**src/rtl/wb_io_bank_if.sv**
```systemverilog
// Wishbone classic slave bus bundle for the IO bank.
interface wb_io_bank_if;
    logic        wbs_cyc_i;
    logic        wbs_stb_i;
    logic        wbs_we_i;
    logic [31:0] wbs_adr_i;
    logic [31:0] wbs_dat_i;
    logic [3:0]  wbs_sel_i;
    logic        wbs_ack_o;
    logic [31:0] wbs_dat_o;

    modport slave (
        input  wbs_cyc_i, wbs_stb_i, wbs_we_i, wbs_adr_i, wbs_dat_i, wbs_sel_i,
        output wbs_ack_o, wbs_dat_o
    );

    modport master (
        output wbs_cyc_i, wbs_stb_i, wbs_we_i, wbs_adr_i, wbs_dat_i, wbs_sel_i,
        input  wbs_ack_o, wbs_dat_o
    );
endinterface

```
**src/rtl/wb_io_bank.sv**
```systemverilog
// Wishbone-mapped GPIO bank: output/enable registers, synchronized inputs,
// per-channel edge detection with sticky status and grouped level interrupts.
module wb_io_bank #(
    parameter int          NUM_IO    = 38,
    parameter logic [31:0] BASE_ADDR = 32'h3000_0000,
    parameter int          IRQ_LINES = 3
) (
    input  logic                 wb_clk_i,
    input  logic                 wb_rst_ni,
    wb_io_bank_if.slave          bus,
    input  logic [NUM_IO-1:0]    io_in,
    output logic [NUM_IO-1:0]    io_out,
    output logic [NUM_IO-1:0]    io_oeb,
    output logic [IRQ_LINES-1:0] user_irq
);

    // Channels that physically exist; everything above reads as zero.
    localparam logic [63:0] CH_MASK = (NUM_IO >= 64) ? {64{1'b1}}
                                                     : ((64'd1 << NUM_IO) - 64'd1);

    logic [63:0] out_q, oeb_q, ien_q, stat_q, edge_q;
    logic [63:0] sync1_q, sync2_q, sync3_q;
    logic        ack_q;
    logic [31:0] dat_q;
    logic [IRQ_LINES-1:0] irq_q;

    logic        sel, start, wr;
    logic [5:0]  word;
    logic [31:0] bmask;
    logic [63:0] wmask64, wdata64, io_in_ext, clr, det, rval, pend;
    logic [31:0] rdata;
    logic [IRQ_LINES-1:0] irq_next;
    logic        wr_out, wr_oeb, wr_ien, wr_stat, wr_edge;
    logic        unused_adr;

    assign unused_adr = ^bus.wbs_adr_i[1:0];

    // Decode the bus: a transfer starts only when selected and no ack is pending,
    // which limits the bank to one transfer every two cycles.
    always_comb begin
        sel     = bus.wbs_cyc_i & bus.wbs_stb_i &
                  (bus.wbs_adr_i[31:8] == BASE_ADDR[31:8]);
        start   = sel & ~ack_q;
        wr      = start & bus.wbs_we_i;
        word    = bus.wbs_adr_i[7:2];
        bmask   = {{8{bus.wbs_sel_i[3]}}, {8{bus.wbs_sel_i[2]}},
                   {8{bus.wbs_sel_i[1]}}, {8{bus.wbs_sel_i[0]}}};
        wmask64 = word[0] ? {bmask, 32'h0} : {32'h0, bmask};
        wdata64 = {bus.wbs_dat_i, bus.wbs_dat_i};
        wr_out  = wr && (word[5:1] == 5'd0);
        wr_oeb  = wr && (word[5:1] == 5'd1);
        wr_ien  = wr && (word[5:1] == 5'd3);
        wr_stat = wr && (word[5:1] == 5'd4);
        wr_edge = wr && (word[5:1] == 5'd5);
        clr     = wr_stat ? (wdata64 & wmask64) : 64'h0;
    end

    // Zero-extend the pad inputs and detect the configured edge per channel.
    always_comb begin
        io_in_ext             = 64'h0;
        io_in_ext[NUM_IO-1:0] = io_in;
        det = ((~edge_q & sync2_q & ~sync3_q) | (edge_q & ~sync2_q & sync3_q)) & CH_MASK;
        pend = stat_q & ien_q;
    end

    // Read mux; unmapped offsets inside the window return zero.
    always_comb begin
        case (word[5:1])
            5'd0:    rval = out_q;
            5'd1:    rval = oeb_q;
            5'd2:    rval = sync2_q;
            5'd3:    rval = ien_q;
            5'd4:    rval = stat_q;
            5'd5:    rval = edge_q;
            default: rval = 64'h0;
        endcase
        rdata = word[0] ? rval[63:32] : rval[31:0];
    end

    // Fold pending channels onto interrupt lines by channel index modulo line count.
    always_comb begin
        irq_next = '0;
        for (int c = 0; c < 64; c++) begin
            if (c < NUM_IO) begin
                irq_next[c % IRQ_LINES] = irq_next[c % IRQ_LINES] | pend[c];
            end
        end
    end

    // Bus response: single-cycle registered ack, read data only during ack.
    always_ff @(posedge wb_clk_i or negedge wb_rst_ni) begin
        if (!wb_rst_ni) begin
            ack_q <= 1'b0;
            dat_q <= 32'h0;
        end else begin
            ack_q <= start;
            dat_q <= (start && !bus.wbs_we_i) ? rdata : 32'h0;
        end
    end

    // Software-writable configuration registers with byte-lane enables.
    always_ff @(posedge wb_clk_i or negedge wb_rst_ni) begin
        if (!wb_rst_ni) begin
            out_q  <= 64'h0;
            oeb_q  <= CH_MASK;
            ien_q  <= 64'h0;
            edge_q <= 64'h0;
        end else begin
            if (wr_out)  out_q  <= ((out_q  & ~wmask64) | (wdata64 & wmask64)) & CH_MASK;
            if (wr_oeb)  oeb_q  <= ((oeb_q  & ~wmask64) | (wdata64 & wmask64)) & CH_MASK;
            if (wr_ien)  ien_q  <= ((ien_q  & ~wmask64) | (wdata64 & wmask64)) & CH_MASK;
            if (wr_edge) edge_q <= ((edge_q & ~wmask64) | (wdata64 & wmask64)) & CH_MASK;
        end
    end

    // Input synchronizer, previous-sample stage and sticky status; a new edge
    // beats a simultaneous write-one-to-clear.
    always_ff @(posedge wb_clk_i or negedge wb_rst_ni) begin
        if (!wb_rst_ni) begin
            sync1_q <= 64'h0;
            sync2_q <= 64'h0;
            sync3_q <= 64'h0;
            stat_q  <= 64'h0;
        end else begin
            sync1_q <= io_in_ext;
            sync2_q <= sync1_q;
            sync3_q <= sync2_q;
            stat_q  <= ((stat_q & ~clr) | det) & CH_MASK;
        end
    end

    // Registered interrupt outputs.
    always_ff @(posedge wb_clk_i or negedge wb_rst_ni) begin
        if (!wb_rst_ni) begin
            irq_q <= '0;
        end else begin
            irq_q <= irq_next;
        end
    end

    assign bus.wbs_ack_o = ack_q;
    assign bus.wbs_dat_o = dat_q;
    assign io_out        = out_q[NUM_IO-1:0];
    assign io_oeb        = oeb_q[NUM_IO-1:0];
    assign user_irq      = irq_q;

endmodule

```
**src/flat_wrapper.sv**
```systemverilog
// flat-port wrapper written by rule: the top's interface ports become plain ports
module wb_io_bank_flat 
#(
    parameter int          NUM_IO    = 38,
    parameter logic [31:0] BASE_ADDR = 32'h3000_0000,
    parameter int          IRQ_LINES = 3
)
  (wb_clk_i, wb_rst_ni, io_in, io_out, io_oeb, user_irq, bus_wbs_cyc_i, bus_wbs_stb_i, bus_wbs_we_i, bus_wbs_adr_i, bus_wbs_dat_i, bus_wbs_sel_i, bus_wbs_ack_o, bus_wbs_dat_o);
  wb_io_bank_if bus_i ();
  input  logic wb_clk_i;
  input  logic wb_rst_ni;
  input  logic [NUM_IO-1:0] io_in;
  output logic [NUM_IO-1:0] io_out;
  output logic [NUM_IO-1:0] io_oeb;
  output logic [IRQ_LINES-1:0] user_irq;
  input wire logic [$bits(bus_i.wbs_cyc_i)-1:0] bus_wbs_cyc_i;
  input wire logic [$bits(bus_i.wbs_stb_i)-1:0] bus_wbs_stb_i;
  input wire logic [$bits(bus_i.wbs_we_i)-1:0] bus_wbs_we_i;
  input wire logic [$bits(bus_i.wbs_adr_i)-1:0] bus_wbs_adr_i;
  input wire logic [$bits(bus_i.wbs_dat_i)-1:0] bus_wbs_dat_i;
  input wire logic [$bits(bus_i.wbs_sel_i)-1:0] bus_wbs_sel_i;
  output wire logic [$bits(bus_i.wbs_ack_o)-1:0] bus_wbs_ack_o;
  output wire logic [$bits(bus_i.wbs_dat_o)-1:0] bus_wbs_dat_o;
  assign bus_i.wbs_cyc_i = bus_wbs_cyc_i;
  assign bus_i.wbs_stb_i = bus_wbs_stb_i;
  assign bus_i.wbs_we_i = bus_wbs_we_i;
  assign bus_i.wbs_adr_i = bus_wbs_adr_i;
  assign bus_i.wbs_dat_i = bus_wbs_dat_i;
  assign bus_i.wbs_sel_i = bus_wbs_sel_i;
  assign bus_wbs_ack_o = bus_i.wbs_ack_o;
  assign bus_wbs_dat_o = bus_i.wbs_dat_o;
  wb_io_bank #(.NUM_IO(NUM_IO), .BASE_ADDR(BASE_ADDR), .IRQ_LINES(IRQ_LINES)) u_core (.wb_clk_i(wb_clk_i), .wb_rst_ni(wb_rst_ni), .bus(bus_i), .io_in(io_in), .io_out(io_out), .io_oeb(io_oeb), .user_irq(user_irq));
endmodule
```
**config.mk**
```make
export PLATFORM = sky130hd
export DESIGN_NAME = wb_io_bank_flat
export DESIGN_NICKNAME = d
export VERILOG_FILES = /design/src/rtl/wb_io_bank_if.sv /design/src/rtl/wb_io_bank.sv /design/src/flat_wrapper.sv
export SDC_FILE = /design/constraint.sdc
export NUM_CORES = 1
export LEC_CHECK = 0
export BUFFER_PORTS_ARGS = -buffer_cell sky130_fd_sc_hd__buf_2
export CELL_PAD_IN_SITES_DETAIL_PLACEMENT = 0
export CELL_PAD_IN_SITES_GLOBAL_PLACEMENT = 2
export CORE_UTILIZATION = 42
export CTS_CLUSTER_DIAMETER = 30
export CTS_CLUSTER_SIZE = 10
export DETAILED_ROUTE_END_ITERATION = 16
export PLACE_DENSITY = 0.95
export SYNTH_ARGS = -nofsm -noshare
export SYNTH_HDL_FRONTEND = slang
export SYNTH_SLANG_ARGS = --single-unit
```
**constraint.sdc**
```tcl
create_clock -name wb_clk_i -period 3.35 [get_ports wb_clk_i]
set_input_delay 0.1675 -clock wb_clk_i [delete_from_list [all_inputs] [get_ports wb_clk_i]]
set_output_delay 0.1675 -clock wb_clk_i [all_outputs]
set_load 0.1 [all_outputs]
```
Yosys cells after proc, flatten, opt, wreduce, memory -nomap -nowiden
Index checks and enable logic that the tools add are counted.

word-level totals
  bits in registers = 340
  input bits = 111
  output and inout port bits = 112
  logic and storage cells = 92

operators by class
  eq/ne operators = 6
  muxes and demuxes = 5
  bitwise logic cells = 62
  reduce and logical (&&, ||, !) cells = 8

operators by type and width
  operator              count
  $and 38x38->38        11
  $or 38x38->38         6
  $pmux 38 s6           1
  $not 38->38           5
  $mux 38               2
  $mux 32               2
  $or 1x1->1            35
  $eq 24x22->1 const B  1
  $eq 5x2->1 const B    2
  $eq 5x3->1 const B    2
  $logic_and 1x1->1     6
  $eq 5x1->1 const B    1
  $logic_not 5->1       1
  $and 1x1->1           4
  $logic_not 1->1       1
  $not 1->1             1

Depth between registers and ports, before layout
  word-level depth = 13
  depth in mapped cells = 7
  mapped depth without buffers = 4

Worst setup path after synthesis
OpenSTA, ideal clock, no wires.

  kind = reg2reg
  start point = reg u_core.ack_q (netlist: u_core.bus.wbs_ack_o)
  end point = reg (tool-made name)
  library setup time = 0.126 ns
  data arrival time = 2.537 ns
  data required time = 3.224 ns
  path slack = 0.686 ns
  stages on the path, launching flop included = 6
  buffers on the path = 1
  clock period less this slack = 2.664 ns
  path through = dfrtp_1 and4bb_2 nand4_4 buf_6 nor4_4 mux2_4

RTL lines
  element                   line              RTL
  start: declaration        wb_io_bank.sv:23  logic ack_q;
  start signal: assignment  wb_io_bank.sv:96  ack_q <= start;

==> impl_metrics.csv <==
group,metric,value,unit
clock_tree,clockRootBuffer,"clkbuf_16",
synthesis,synth.top_cells.by_count,"302 x dfrtp_1, 128 x mux2_2, 48 x a22oi_1",
place,place.gp.congestion,0.847,
synthesis,synth_area_leaders,"dfrtp_1 53%, mux2_2 10%, dfstp_2 7.0%, a22oi_1 2.5%, or3b_2 2.3%",
clock_tree,clk_pin_slew,0.04,ns
critical_path,crit_required,3.77,ns
critical_path,crit_type,"flip-flop to flip-flop",
synthesis,ys.flop_type,"dfrtp_1",
synthesis,syn_avg_cell_area,13.9,µm²
synthesis,async_flop_share,1.00,
synthesis,synth.top_cell.area_share,0.532,
sta,clock.fmax,399,MHz
clock_tree,clockBufferDepth,3,
place,dpl.hpwl,26300,µm
pwr,p_leak,8.86,nW
layout,regArea,8560,µm²
synthesis,synth_edf_count,0,
route,first_iter_violations,953,
synthesis,yosysWarnings,0,
hold_path,hold_path_startpoint,"bus_wbs_dat_i[4]",
die,core,32900,µm²
synthesis,yosysUniqueCellTypes,47,
die,dieArea,34600,µm²
sta,finalSetupTns,0,ns
synthesis,yosysMostFrequentCell,"dfrtp_1",
layout,drive_gt1_frac,0.435,
critical_path,worstSetupStartpointType,"flip-flop",
die,rows,66,
clock_tree,ctsHtreeMaxLevel,3,
sta,whs,0.0443,ns
critical_path,worstPathCellList,"and4bb_2 -> nand4_4 -> buf_4 -> nor3_4 -> mux2_2",
die,die_w,186,µm
die,die_h,186,µm
critical_path,slowest_delay,0.57,ns
global_routing,grt_pass1_wl,63000,µm
route,route.detailed.drc,0,
global_routing,grt_usage,0.244,
synthesis,synth_area,14200,µm²
critical_path,worstRegToRegCells,5,
global_routing,grt_antenna_before_repair,0,
layout,area_growth,34.2,%
route,ant_nets,0,
synthesis,yosysTopAreaCell,"dfrtp_1",
sta,hold_viol,0,
clock_tree,cts.repair.resized,0,
layout,final_nets,1456,
clock_tree,clock-sinks,340,
critical_path,critPathSlowestCell,"nor3_4",
pwr,vdd_drop_max,0.412,mV
status,status,"complete, no violations",
die,io-pin-count,223,
layout,multi_input_area,5440,µm²
sta,maxSlewViolCount,0,
route,wire_per_inst,22.4,µm
critical_path,cp_max_fo,16,
hold_path,min_path_cells,2,
critical_path,worstPathArrival,2.93,ns
clock_tree,insertion_delay,0.57,ns
clock_tree,cts_tree,"built",
layout,antennaDiodeCount,0,
sta,fin_crit_sh,0.749,
run,maxCapViolCount,0,
route,drt_wl_total,41300,µm
sta,rsz0062_at_grt,"false",
pwr,power.density,629,nW/µm²
global_routing,grt_max_degree,94,
clock_tree,cts_buffers,71,
route,via_per_inst,5.69,
global_routing,first_global_vias,10796,
hold_path,hp-class,"input pin to flip-flop",
route,dr.pass1.iters,5,
synthesis,synthCells,1023,
synthesis,synth_nets,1134,
global_routing,overflow,0,
route,vias,10486,
sta,tightestPinTransition,1.03,ns
sta,final.setup_skew,0.0266,ns
sta,slew_headroom,0.312,
sta,period_minus_slack,2.51,ns
sta,setup_viol,0,
synthesis,ys_seq_elements,340,
place,io_buffers,220,
die,initial_utilization,0.431,
critical_path,cp-end-kind,"flip-flop",
critical_path,worstReg2RegStart,"u_core.bus.wbs_ack_o",
layout,nFillCells,2577,
synthesis,synth_seq_area_share,0.602,
critical_path,timing.reg2reg.setup_slack,0.84,ns
[repair_timing]
item	4_1_cts	5_1_grt
endpoints found under the hold margin	245	0
buffers inserted	0	0
hold buffers	65	0
[worst max-delay path by stage]
stage	start	endpoint	slack, ns	cells past startpoint
6_report	u_core.bus.wbs_ack_o	flip-flop	0.84	5
5_1_grt	u_core.bus.wbs_ack_o	flip-flop	0.74	5
4_1_cts	u_core.bus.wbs_ack_o	flip-flop	0.82	5
3_5_place_dp	bus_wbs_adr_i[6]	flip-flop	0.59	5
3_3_place_gp	bus_wbs_adr_i[6]	flip-flop	0.64	5
2_1_floorplan	u_core.bus.wbs_ack_o	flip-flop	0.69	5
[metrics by stage]
| stage | utilization | area, µm² | instances | power [W] | worst slack, ns |
|---|---|---|---|---|---|
| finish | 0.579 | 19100 | 1844 | 0.0120 | 0.842 |
| global route | 0.579 | 19100 | 1844 | 0.0124 | 0.743 |
| CTS | 0.579 | 19100 | 1844 | 0.0121 | 0.824 |
| global placement | 0.482 | 15900 | 1649 | 0.00468 | 0.637 |
| floorplan | - | 14200 | 1023 | 0.00444 | 0.686 |
| detailed placement | 0.482 | 15900 | 1649 | 0.00469 | 0.589 |
[kinds of logic (layout without fill, tap and decap cells)]
logic type / after synthesis / in the layout / synth area share
AO/OA/AOI/OAI: 204 / 204 / 0.107
buffers and inverters: 58 / 437 / 0.0161
flip-flops: 340 / 340 / 0.602
multiplexers: 187 / 187 / 0.148
AND/OR/NAND/NOR: 234 / 234 / 0.127
[where the power goes]
| part | switching [W] | leakage [nW] | internal, W | total, W |
|---|---|---|---|---|
| sequential | 0.0000438 | 4.15 | 0.00419 | 0.00424 |
| clock | 0.00226 | 1.25 | 0.00505 | 0.00731 |
| combinational | 0.000267 | 3.46 | 0.000189 | 0.000456 |
| total | 0.00257 | 8.86 | 0.00943 | 0.0120 |
[area by class of cell]
type,count,area share
flip-flops and latches,340,0.449
clock inverters,29,0.0242
repair buffers,307,0.103
clock buffers,101,0.110
well taps,442,0.0290
multi-input cells,625,0.285
[routing by layer]
| metal | wire (µm) | GRT usage | vias to the layer above |
|---|---|---|---|
| met2 | 19600 | 0.382 | 444 |
| met4 | 1030 | 0.0961 | 0 |
| met5 | 0 | 0 | - |
| met1 | 18000 | 0.339 | 5392 |
| li1 | - | - | 4576 |
| met3 | 2630 | 0.0401 | 74 |
[cell usage in the layout, fill, tap and decap left out, types with 12 or more instances in the layout]
cell / count
buf_2: 218
clkbuf_1: 12
buf_4: 20
mux2_1: 21
a21o_1: 23
nand2_1: 46
dfrtp_1: 302
clkbuf_16: 73
a22oi_1: 48
nand3b_1: 38
nor3_4: 12
nand3_1: 42
mux2_2: 128
o31ai_1: 38
clkbuf_8: 16
mux2i_1: 30
dlygate4sd3_1: 65
a21oi_1: 29
or3b_2: 38
dfstp_2: 38
a221oi_1: 30
[critical path, delay by kind of cell, from the launching register on]
kind / cells / cell delay [ns]
and+or+nand+nor: 3 / 1.21
muxes: 1 / 0.41
buffers and inverters: 1 / 0.39
DFF: 1 / 0.36
(Power assumes the default switching activity.)
